`config.mk`:
```
export PLATFORM = sky130hd
export DESIGN_NAME = hazard_ctrl
export DESIGN_NICKNAME = d
export VERILOG_FILES = /design/src/rtl/hazard_ctrl.sv
export SDC_FILE = /design/constraint.sdc
export NUM_CORES = 1
export LEC_CHECK = 0
export BUFFER_PORTS_ARGS = -buffer_cell sky130_fd_sc_hd__buf_2
export CORE_ASPECT_RATIO = 0.75
export CORE_MARGIN = 1.5
export CORE_UTILIZATION = 41
export DETAILED_ROUTE_END_ITERATION = 12
export GPL_TIMING_DRIVEN = 0
export PLACE_DENSITY = 0.83
export SLEW_MARGIN = 30
export SYNTH_ARGS = -nofsm -noshare
export SYNTH_HDL_FRONTEND = slang
export SYNTH_SLANG_ARGS = --single-unit
```
`constraint.sdc`:
```
create_clock -name clk -period 2.2 [get_ports clk]
set_clock_uncertainty 0.15 [all_clocks]
set_input_delay 0.33 -clock clk [delete_from_list [all_inputs] [get_ports clk]]
set_output_delay 0.33 -clock clk [all_outputs]
set_load 0.01 [all_outputs]
```
`src/rtl/hazard_ctrl.sv`:
```
`default_nettype none
// ============================================================================
// Module   : hazard_ctrl
// Brief    : Five-stage MIPS hazard/forwarding unit with multi-cycle divider
//            busy tracking. HAZARD_PERF_EN adds saturating stall counters.
// Revision : 1.0
// ============================================================================
module hazard_ctrl #(
    parameter int DIV_CYCLES = 32
) (
    input  logic        clk,
    input  logic        reset,
    input  logic [4:0]  RsD,
    input  logic [4:0]  RtD,
    input  logic [4:0]  RsE,
    input  logic [4:0]  RtE,
    input  logic [4:0]  WriteRegE,
    input  logic [4:0]  WriteRegM,
    input  logic [4:0]  WriteRegW,
    input  logic        RegWriteE,
    input  logic        RegWriteM,
    input  logic        RegWriteW,
    input  logic        MemtoRegE,
    input  logic        MemtoRegM,
    input  logic        BranchD,
    input  logic        JumpRegD,
    input  logic        divD,
    input  logic        divE,
    input  logic [1:0]  mfD,
    input  logic        sysD,
    output logic        StallF,
    output logic        StallD,
    output logic        FlushE,
    output logic        ForwardAD,
    output logic        ForwardBD,
    output logic [1:0]  ForwardAE,
    output logic [1:0]  ForwardBE,
    output logic        DivBusy,
    output logic [31:0] StallCnt,
    output logic [31:0] DivStallCnt
);

    localparam logic [7:0] c_DIV_LAST = 8'(DIV_CYCLES - 1);
    localparam logic [0:0] S_IDLE     = 1'b0;
    localparam logic [0:0] S_BUSY     = 1'b1;

    logic [0:0] r_state;
    logic [7:0] r_cnt;

    logic w_m_wr, w_w_wr, w_e_wr;
    logic w_lwstall, w_brstall, w_sysstall, w_divstall, w_stall;
    logic w_e_hits_d, w_m_hits_d;

    // Register 0 is hard-wired, so a write to it never creates a dependency.
    assign w_e_wr = RegWriteE && (WriteRegE != 5'd0);
    assign w_m_wr = RegWriteM && (WriteRegM != 5'd0);
    assign w_w_wr = RegWriteW && (WriteRegW != 5'd0);

    always_comb begin
        ForwardAE = 2'b00;
        if (w_m_wr && (WriteRegM == RsE))      ForwardAE = 2'b10;
        else if (w_w_wr && (WriteRegW == RsE)) ForwardAE = 2'b01;
        ForwardBE = 2'b00;
        if (w_m_wr && (WriteRegM == RtE))      ForwardBE = 2'b10;
        else if (w_w_wr && (WriteRegW == RtE)) ForwardBE = 2'b01;
    end

    assign ForwardAD = w_m_wr && (WriteRegM == RsD);
    assign ForwardBD = w_m_wr && (WriteRegM == RtD);

    assign w_e_hits_d = (WriteRegE != 5'd0) && ((WriteRegE == RsD) || (WriteRegE == RtD));
    assign w_m_hits_d = (WriteRegM != 5'd0) && ((WriteRegM == RsD) || (WriteRegM == RtD));

    assign w_lwstall  = MemtoRegE && w_e_hits_d;
    assign w_brstall  = (BranchD || JumpRegD)
                      && ((RegWriteE && w_e_hits_d) || (MemtoRegM && w_m_hits_d));
    assign w_sysstall = sysD
                      && ((RegWriteE && ((WriteRegE == 5'd2) || (WriteRegE == 5'd4)))
                       || (RegWriteM && ((WriteRegM == 5'd2) || (WriteRegM == 5'd4)))
                       || (RegWriteW && ((WriteRegW == 5'd2) || (WriteRegW == 5'd4))));
    assign w_divstall = ((mfD != 2'b00) || divD) && (divE || DivBusy);
    assign w_stall    = w_lwstall | w_brstall | w_sysstall | w_divstall;

    assign StallF  = w_stall;
    assign StallD  = w_stall;
    assign FlushE  = w_stall | reset;
    assign DivBusy = (r_state == S_BUSY);

    // A divE arriving while BUSY cannot restart the count; it is dropped.
    always_ff @(posedge clk) begin
        if (reset) begin
            r_state <= S_IDLE;
            r_cnt   <= 8'd0;
        end else begin
            case (r_state)
                S_IDLE: begin
                    if (divE) begin
                        r_state <= S_BUSY;
                        r_cnt   <= c_DIV_LAST;
                    end
                end
                S_BUSY: begin
                    if (r_cnt != 8'd0) r_cnt   <= r_cnt - 8'd1;
                    else               r_state <= S_IDLE;
                end
                default: begin
                    r_state <= S_IDLE;
                    r_cnt   <= 8'd0;
                end
            endcase
        end
    end

`ifdef HAZARD_PERF_EN
    logic [31:0] r_stall_cnt;
    logic [31:0] r_div_stall_cnt;

    always_ff @(posedge clk) begin
        if (reset) begin
            r_stall_cnt     <= 32'd0;
            r_div_stall_cnt <= 32'd0;
        end else begin
            if (w_stall && (r_stall_cnt != 32'hFFFF_FFFF))
                r_stall_cnt <= r_stall_cnt + 32'd1;
            if (w_divstall && (r_div_stall_cnt != 32'hFFFF_FFFF))
                r_div_stall_cnt <= r_div_stall_cnt + 32'd1;
        end
    end

    assign StallCnt    = r_stall_cnt;
    assign DivStallCnt = r_div_stall_cnt;
`else
    assign StallCnt    = 32'd0;
    assign DivStallCnt = 32'd0;
`endif

endmodule
`default_nettype wire
```
=== Yosys cells after proc, flatten, opt, wreduce, memory -nomap -nowiden ===
Index checks and enable logic that the tools add are counted.

* Register bits after elaboration: 9
* Output and inout port bits: 74

* Add/sub/neg operators: 1
* Eq/ne operators: 16
* Mux-type cells: 10
* Bitwise operators: 5
* Reduce and logical (&&, ||, !) cells: 36

{| class="wikitable"
|+ Operators with widths
! kind !! count
|-
| equality test 5 bit || 8
|-
| logical AND 1 bit || 19
|-
| 2-to-1 mux 8 bit || 2
|-
| case mux 8 bit (2 select lines) || 1
|-
| equality test 5 x 2 -> 1 bit, second input constant || 3
|-
| equality test 5 x 3 -> 1 bit, second input constant || 3
|-
| nonzero test 5 bit || 3
|-
| logical OR 1 bit || 11
|-
| nonzero test 8 bit || 1
|-
| subtractor 8 x 1 -> 8 bit, second input constant || 1
|-
| 2-to-1 mux 1 bit || 4
|-
| 2-to-1 mux 2 bit || 2
|-
| bitwise OR 1 bit || 4
|-
| inequality test 2 x 1 -> 1 bit, second input constant || 1
|-
| inequality test 2 bit, second input constant || 1
|-
| case mux 1 bit (2 select lines) || 1
|-
| AND reduction 2 bit || 1
|-
| nonzero test 2 bit || 1
|-
| inverter 1 bit || 1
|}

=== Depth between registers and ports, before layout ===
Gate-level depths: netlist (run 1).

* Depth after elaboration: 10
* Gate-level depth with buffers: 7
* Gate-level depth less buffers: 7

=== Worst setup path before layout (run 1) ===
OpenSTA, ideal clock, no wires.

* Path type: input-to-output
* Start point: input port WriteRegM[4]
* End point: output port ForwardAE[0]
* Arrival: 1,690 ps
* Setup slack: 30 ps
* Cell stages on the path: 6
* Path buffers: 1
* Path through: buf_4 > or3_4 > or3_4 > nand2_4 > nor4_2 > nor4_2

* Longest elaborated chain between the ends: 4

{| class="wikitable"
|+ Ends and longest elaborated chain
! element !! RTL line !! source
|-
| start, declared || 18 || <nowiki>input logic [4:0] WriteRegM,</nowiki>
|-
| nonzero test 5 bit || 56 || <nowiki>assign w_m_wr = RegWriteM && (WriteRegM != 5'd0);</nowiki>
|-
| logical AND 1 bit || 56 ||
|-
| logical AND 1 bit * || 61 || <nowiki>if (w_m_wr && (WriteRegM == RsE)) ForwardAE = 2'b10;</nowiki>
|-
| 2-to-1 mux 2 bit * || 61 ||
|-
| end, declared || 36 || <nowiki>output logic [1:0] ForwardAE,</nowiki>
|}

Mark *: on every way between the ends. The rest lies on a longest branch, timed or not.

=== Worst setup path in the final report (run 1) ===
* Start point: input port WriteRegM[4]
* End point: output port StallF

* Longest elaborated chain between the ends: 9

{| class="wikitable"
|+ Ends and longest elaborated chain
! element !! RTL line !! source
|-
| equality test 5 bit || 72 || <nowiki>assign w_m_hits_d = (WriteRegM != 5'd0) && ((WriteRegM == RsD) || (WriteRegM == RtD));</nowiki>
|-
| logical OR 1 bit || 72 ||
|-
| logical AND 1 bit || 72 ||
|-
| logical AND 1 bit || 76 || <nowiki>&& ((RegWriteE && w_e_hits_d) || (MemtoRegM && w_m_hits_d));</nowiki>
|-
| logical OR 1 bit || 76 ||
|-
| logical AND 1 bit || 76 ||
|-
| bitwise OR 1 bit || 82 || <nowiki>assign w_stall = w_lwstall | w_brstall | w_sysstall | w_divstall;</nowiki>
|-
| bitwise OR 1 bit * (2 in series) || 82 ||
|-
| end, declared || 31 || <nowiki>output logic StallF,</nowiki>
|}

Marked as above.

==> out/qor.csv, run 1 <==
metric;value;unit
routed_wl;3800;um
finish.utilization;62.4;%
synth-main-ff-cell;dfxtp_1;
layout_commonest_cell;buf_4;
hp-class;input port to flip-flop;
startpoint_type;input port;
fin_nets;373;
mostFrequentLayoutCells;70 x buf_4, 64 x conb_1, 51 x buf_2;
htree_levels;1;
drt_pass1_iterations;4;
grt_usage;17.2;%
synth_compound_area_share;6.77;%
viasPerCell;3.97;
globalplace.congestion;0.830;
worstPathRequired;1720;ps
drv_cap;0;
dieArea;0.00427;sq mm
drt-initial-drc-count;51;
synth_top_area_share;31.2;%
p_total;835;uW
worstSetupEndpointType;primary output;
yosysTopAreaCell;buf_4;
p_leak;1.22;nW
irDropWorstVdd;0.000185;V
ys.warnings.count;0;
period_share;100;%
finalWorstSetupSlack;-10.4;ps
route.detailed.drc;0;
final_antenna_net_count;0;
synth_top_family_by_area;buffers and inverters;
clock.fmax;452;MHz
grt_max_degree;10;
rsz0062_at_grt;yes;
root_buffer;clkbuf_8;
post_drt_wl_per_cell;10.2;um
coreArea;0.00368;sq mm
finalCriticalPeriod;2210;ps
regArea;180;sq um
synth_area_per_cell;8.07;sq um
ys_seq_elements;9;
synth_mux_area_share;0;%
synth_edf_count;0;
clk_pin_slew;50;ps
async_flop_share;0;%
grt_pass1_wl;5750;um
synthToLayoutAreaGrowth;44.7;%
yosys.area_share.adder;0.787;%
vias;1485;
grt_pass1_vias;1294;
tritoncts;yes;
seq_area_frac_synth;11.3;%
initial_utilization;43.2;%
synth_cells;197;
setup_viol_count_final;1;
ios;123;
ctsHoldBuffers;0;
numCtsBuffers;3;
clk_path_buf_depth;2;
clk_latency;230;ps
critPathKind;input port to primary output;
fp.dieW;74.9;um
syn_area;0.00159;sq mm
path_max_fanout;5;
diodes;0;
yosys.area_share.simple;21.9;%
drv_slew;0;
power.density;363;mW/mm^2
multi_input_area;0.00115;sq mm
status;finished with violations;
finalHoldViolCount;0;
synth_cell_types;36;
port_buffers;53;
placed_area;0.00216;sq mm
fin_area;0.00230;sq mm
drive_gt1_share;46.3;%
violations;negative setup slack;
num_rows;19;
antenna_found_initial;0;
cp_data_arrival_time;1730;ps
filler_cell_count;329;
synth_area_leaders;buf_4 31%, xnor2_1 14%, xor2_1 12%, dfxtp_1 11%, nor4_2 3.9%;
cts.sinks;9;
dp_hpwl;3170;um
fp.dieH;56.9;um
grt_overflow_total;0;
synthXorXnorAreaFrac;25.9;%
[critical path: stages]
cell	delay (ps)
buf_8	100
or3_4	380
or3_4	390
o2111ai_1	150
nand2_1	120
buf_4	150
buf_6	110
[cells by family (layout without fill, tap and decap cells)]
family,after synthesis,count (layout)
other,1,64
AO/OA/AOI/OAI,15,15
buffers and inverters,72,134
AND/OR/NAND/NOR,52,52
flip-flops,9,9
XOR/XNOR,47,47
adder cells (fa/ha/maj),1,1
[cells in the mapped netlist (all sizes together), types with 2 or more instances]
cell,instances
and2b,2
or3b,2
clkbuf,2
o31ai,2
dfxtp,9
nor4,5
or4,3
xor2,22
nor3,6
nand2,6
nand2b,3
xnor2,25
buf,68
a21oi,6
inv,2
nand3,9
nor2,7
or3,3
a311oi,3
[per-layer routing]
metal / track usage (%) / vias to the layer above / routed length [um]
met5: 0 / - / 0
met4: 3.90 / 0 / 21
met3: 1.41 / 3 / 235
met2: 32.1 / 64 / 2000
met1: 21.0 / 639 / 1550
li1: - / 779 / -
[registers in the layout (all words and copies together), names as in the netlist]
| register | cells |
|---|---|
| DivBusy | 1 |
| r_cnt | 8 |
[layout make-up]
class                      count  share of cell area (%)
multi-input combinational    179                    49.8
tap                           52                    2.83
sequential                     9                    7.83
buffer                        70                    23.1
timing repair buffer          58                    14.1
inverter                       2                   0.326
clock buffer                   4                    1.96
[through the flow]
step	setup TNS, ps	cells	hold slack, ps	setup WS (ps)
after global placement	-273	365	340	-113
after global routing	-113	374	223	-40.1
final	-10.4	374	203	-10.4
after detailed placement	-311	365	361	-123
after CTS	-33.7	370	198	-25.7
after floorplan	0	260	249	29.6
[report_power, final]
part / total, mW / switching [mW] / internal, mW
clock network: 0.193 / 0.0669 / 0.126
registers: 0.206 / 0.0242 / 0.182
logic: 0.436 / 0.210 / 0.226
[worst paths after layout]
check | from | endpoint | slack [ps] | cells past startpoint
max | WriteRegM[4] | StallF | -10 | 7
min | reset | r_cnt[4]$_SDFFE_PP0P_ | 200 | 2
max reg2reg | r_cnt[0]$_SDFFE_PP0P_ | r_cnt[5]$_SDFFE_PP0P_ | 80 | 7
min reg2reg | r_cnt[7]$_SDFFE_PP0P_ | r_cnt[7]$_SDFFE_PP0P_ | 370 | 2
[timing repair]
item	CTS	global route
setup buffers	1	4
gates resized for setup	6	11
endpoints found under the setup margin	5	6
cloned	0	0
pin swaps	3	10
No activity file was read; power rests on OpenSTA's default activity.
==> inputs of run 2 (changes only) <==
ABC_AREA = 1   (was unset)
CORE_UTILIZATION = 43   (was 41)
==> run 2 against run 1 <==
  * The flow now finishes without violations
  * Synthesized cell count increased by 52%
  * Critical path depth increased by 1
  * Sequential share of layout area decreased by 0.35 points
==> out/qor.csv, run 2 <==
metric;value;unit
highest_layer;met4;
grt_max_degree;10;
drt_pass1_iterations;4;
grt_pass1_vias;1561;
power.density;366;mW/mm^2
crit_path_frequent_cell;a21oi_1;
finalCriticalPeriod;2000;ps
route.detailed.drc;0;
grt_overflow_total;0;
post_drt_wl_per_cell;8.81;um
layout_commonest_cell;nand2_1;
fin_nets;470;
finish.utilization;59.8;%
dieArea;0.00459;sq mm
startpoint_type;input port;
worstPathRequired;1720;ps
cts_resized;0;
initial_utilization;44.7;%
grt_pass1_wl;6490;um
synth_edf_count;0;
filler_cell_count;391;
routed_wl;4180;um
yosysTopAreaCell;buf_4;
synth_cells;300;
p_leak;1.52;nW
wl_met1;1870;um
dp_hpwl;3690;um
setup_viol_count_final;0;
diodes;0;
num_rows;20;
synth_area_per_cell;6.00;sq um
htree_levels;1;
critPathKind;input port to primary output;
crit_chain;buf_2 -> or2_2 -> a21oi_1 -> a21oi_1 -> a21oi_1 -> nand2_1 -> buf_4 -> buf_2;
grt_usage;17.7;%
postCtsSetupBuffers;0;
hp-class;input port to flip-flop;
wl_met3;434;um
period_share;90.9;%
viasPerCell;3.93;
clk_path_buf_depth;2;
synth_area_leaders;buf_4 27%, nand2_1 15%, dfxtp_1 10%, nor2_1 7.3%, xnor2_1 7.3%;
clk_pin_slew;50;ps
fp.dieH;59.0;um
fp.dieW;77.7;um
async_flop_share;0;%
drive_gt1_share;32.5;%
cts.sinks;9;
wl_met2;1780;um
worstSetupEndpointType;primary output;
ys_seq_elements;9;
largest_register_ffs;8;
irDropWorstVdd;0.000275;V
final_antenna_net_count;0;
syn_area;0.00180;sq mm
cp_top_family;compound AO/OA/AOI/OAI gates;
synth_top_area_share;27.1;%
seq_area_frac_synth;10.0;%
clk_latency;240;ps
status;finished, final reports clean;
ios;123;
crit_path_top_delay_cell;or2_2;
ys.warnings.count;0;
globalplace.congestion;0.923;
regMostFlops;r_cnt;
synth-main-ff-cell;dfxtp_1;
critical_path_buf_inv_count;3;
drv_slew;0;
numCtsBuffers;3;
port_buffers;52;
finalWorstSetupSlack;200;ps
synthToLayoutAreaGrowth;33.9;%
path_max_fanout;2;
synth_most_common_cell;nand2_1;
tritoncts;yes;
drv_cap;0;
finalHoldViolCount;0;
coreArea;0.00403;sq mm
root_buffer;clkbuf_8;
rsz0062_at_grt;no;
cp_data_arrival_time;1520;ps
tns;0;ps
antenna_found_initial;0;
vias;1865;
synth_cell_types;28;
cp_slowest_stage_delay;290;ps
timing.hold.ws;238;ps
pre_cts_ws;191;ps
clock.fmax;500;MHz
drt-initial-drc-count;81;
synthTopCellsByCount;73 x nand2_1, 65 x buf_4, 35 x nor2_1;
mostFrequentLayoutCells;73 x nand2_1, 65 x buf_4, 64 x conb_1;
ctsHoldBuffers;0;
## run 2: final timing paths
kind	start	end	slack, ps	cells after the start
max reg2reg	r_cnt[0]$_SDFFE_PP0P_	r_cnt[6]$_SDFFE_PP0P_	420	11
min reg2reg	r_cnt[7]$_SDFFE_PP0P_	r_cnt[7]$_SDFFE_PP0P_	360	2
min	divE	r_cnt[5]$_SDFFE_PP0P_	240	4
max	JumpRegD	StallF	200	8
## run 2: layer usage
metal / global-route usage (%) / up-vias
met5: 0 / -
met4: 5.19 / 0
met3: 4.62 / 8
met2: 29.2 / 84
met1: 22.9 / 750
li1: - / 1023
## run 2: layout make-up
class | count | area, sq um | area share (%)
Multi-Input combinational cell | 248 | 1200 | 50.0
Buffer | 71 | 517 | 21.4
Timing Repair Buffer | 52 | 260 | 10.8
Sequential cell | 9 | 180 | 7.48
Inverter | 35 | 134 | 5.56
Tap cell | 55 | 68.8 | 2.86
Clock buffer | 4 | 45.0 | 1.87
## run 2: cells by family (layout without fill, tap and decap cells)
family	Yosys count	count (layout)	share of synthesized area, %
other	1	64	0.208
AOI/OAI and AO/OA	18	18	5.15
and+or+nand+nor	136	136	33.7
adders and majority gates	1	1	0.695
buffers and inverters	106	162	36.2
xor gates and xnor gates	29	29	14.1
DFF	9	9	10.0
## run 2: power breakdown
part,total [mW],internal (mW),switching (mW)
clock,0.205,0.127,0.0772
combinational,0.475,0.214,0.262
sequential,0.201,0.183,0.0182
## run 2: metrics by stage
stage | instances | instance area (sq um) | power, mW
after floorplan | 363 | 2040 | 0.558
after global routing | 474 | 2410 | 0.944
after CTS | 474 | 2410 | 0.877
after global placement | 470 | 2360 | 0.659
final | 474 | 2410 | 0.881
after detailed placement | 470 | 2360 | 0.670
## run 2: tightest hold or removal path: stages
cell	delay (ps)
buf_2	90
a21oi_1	70
nand2_1	70
nor2_1	30
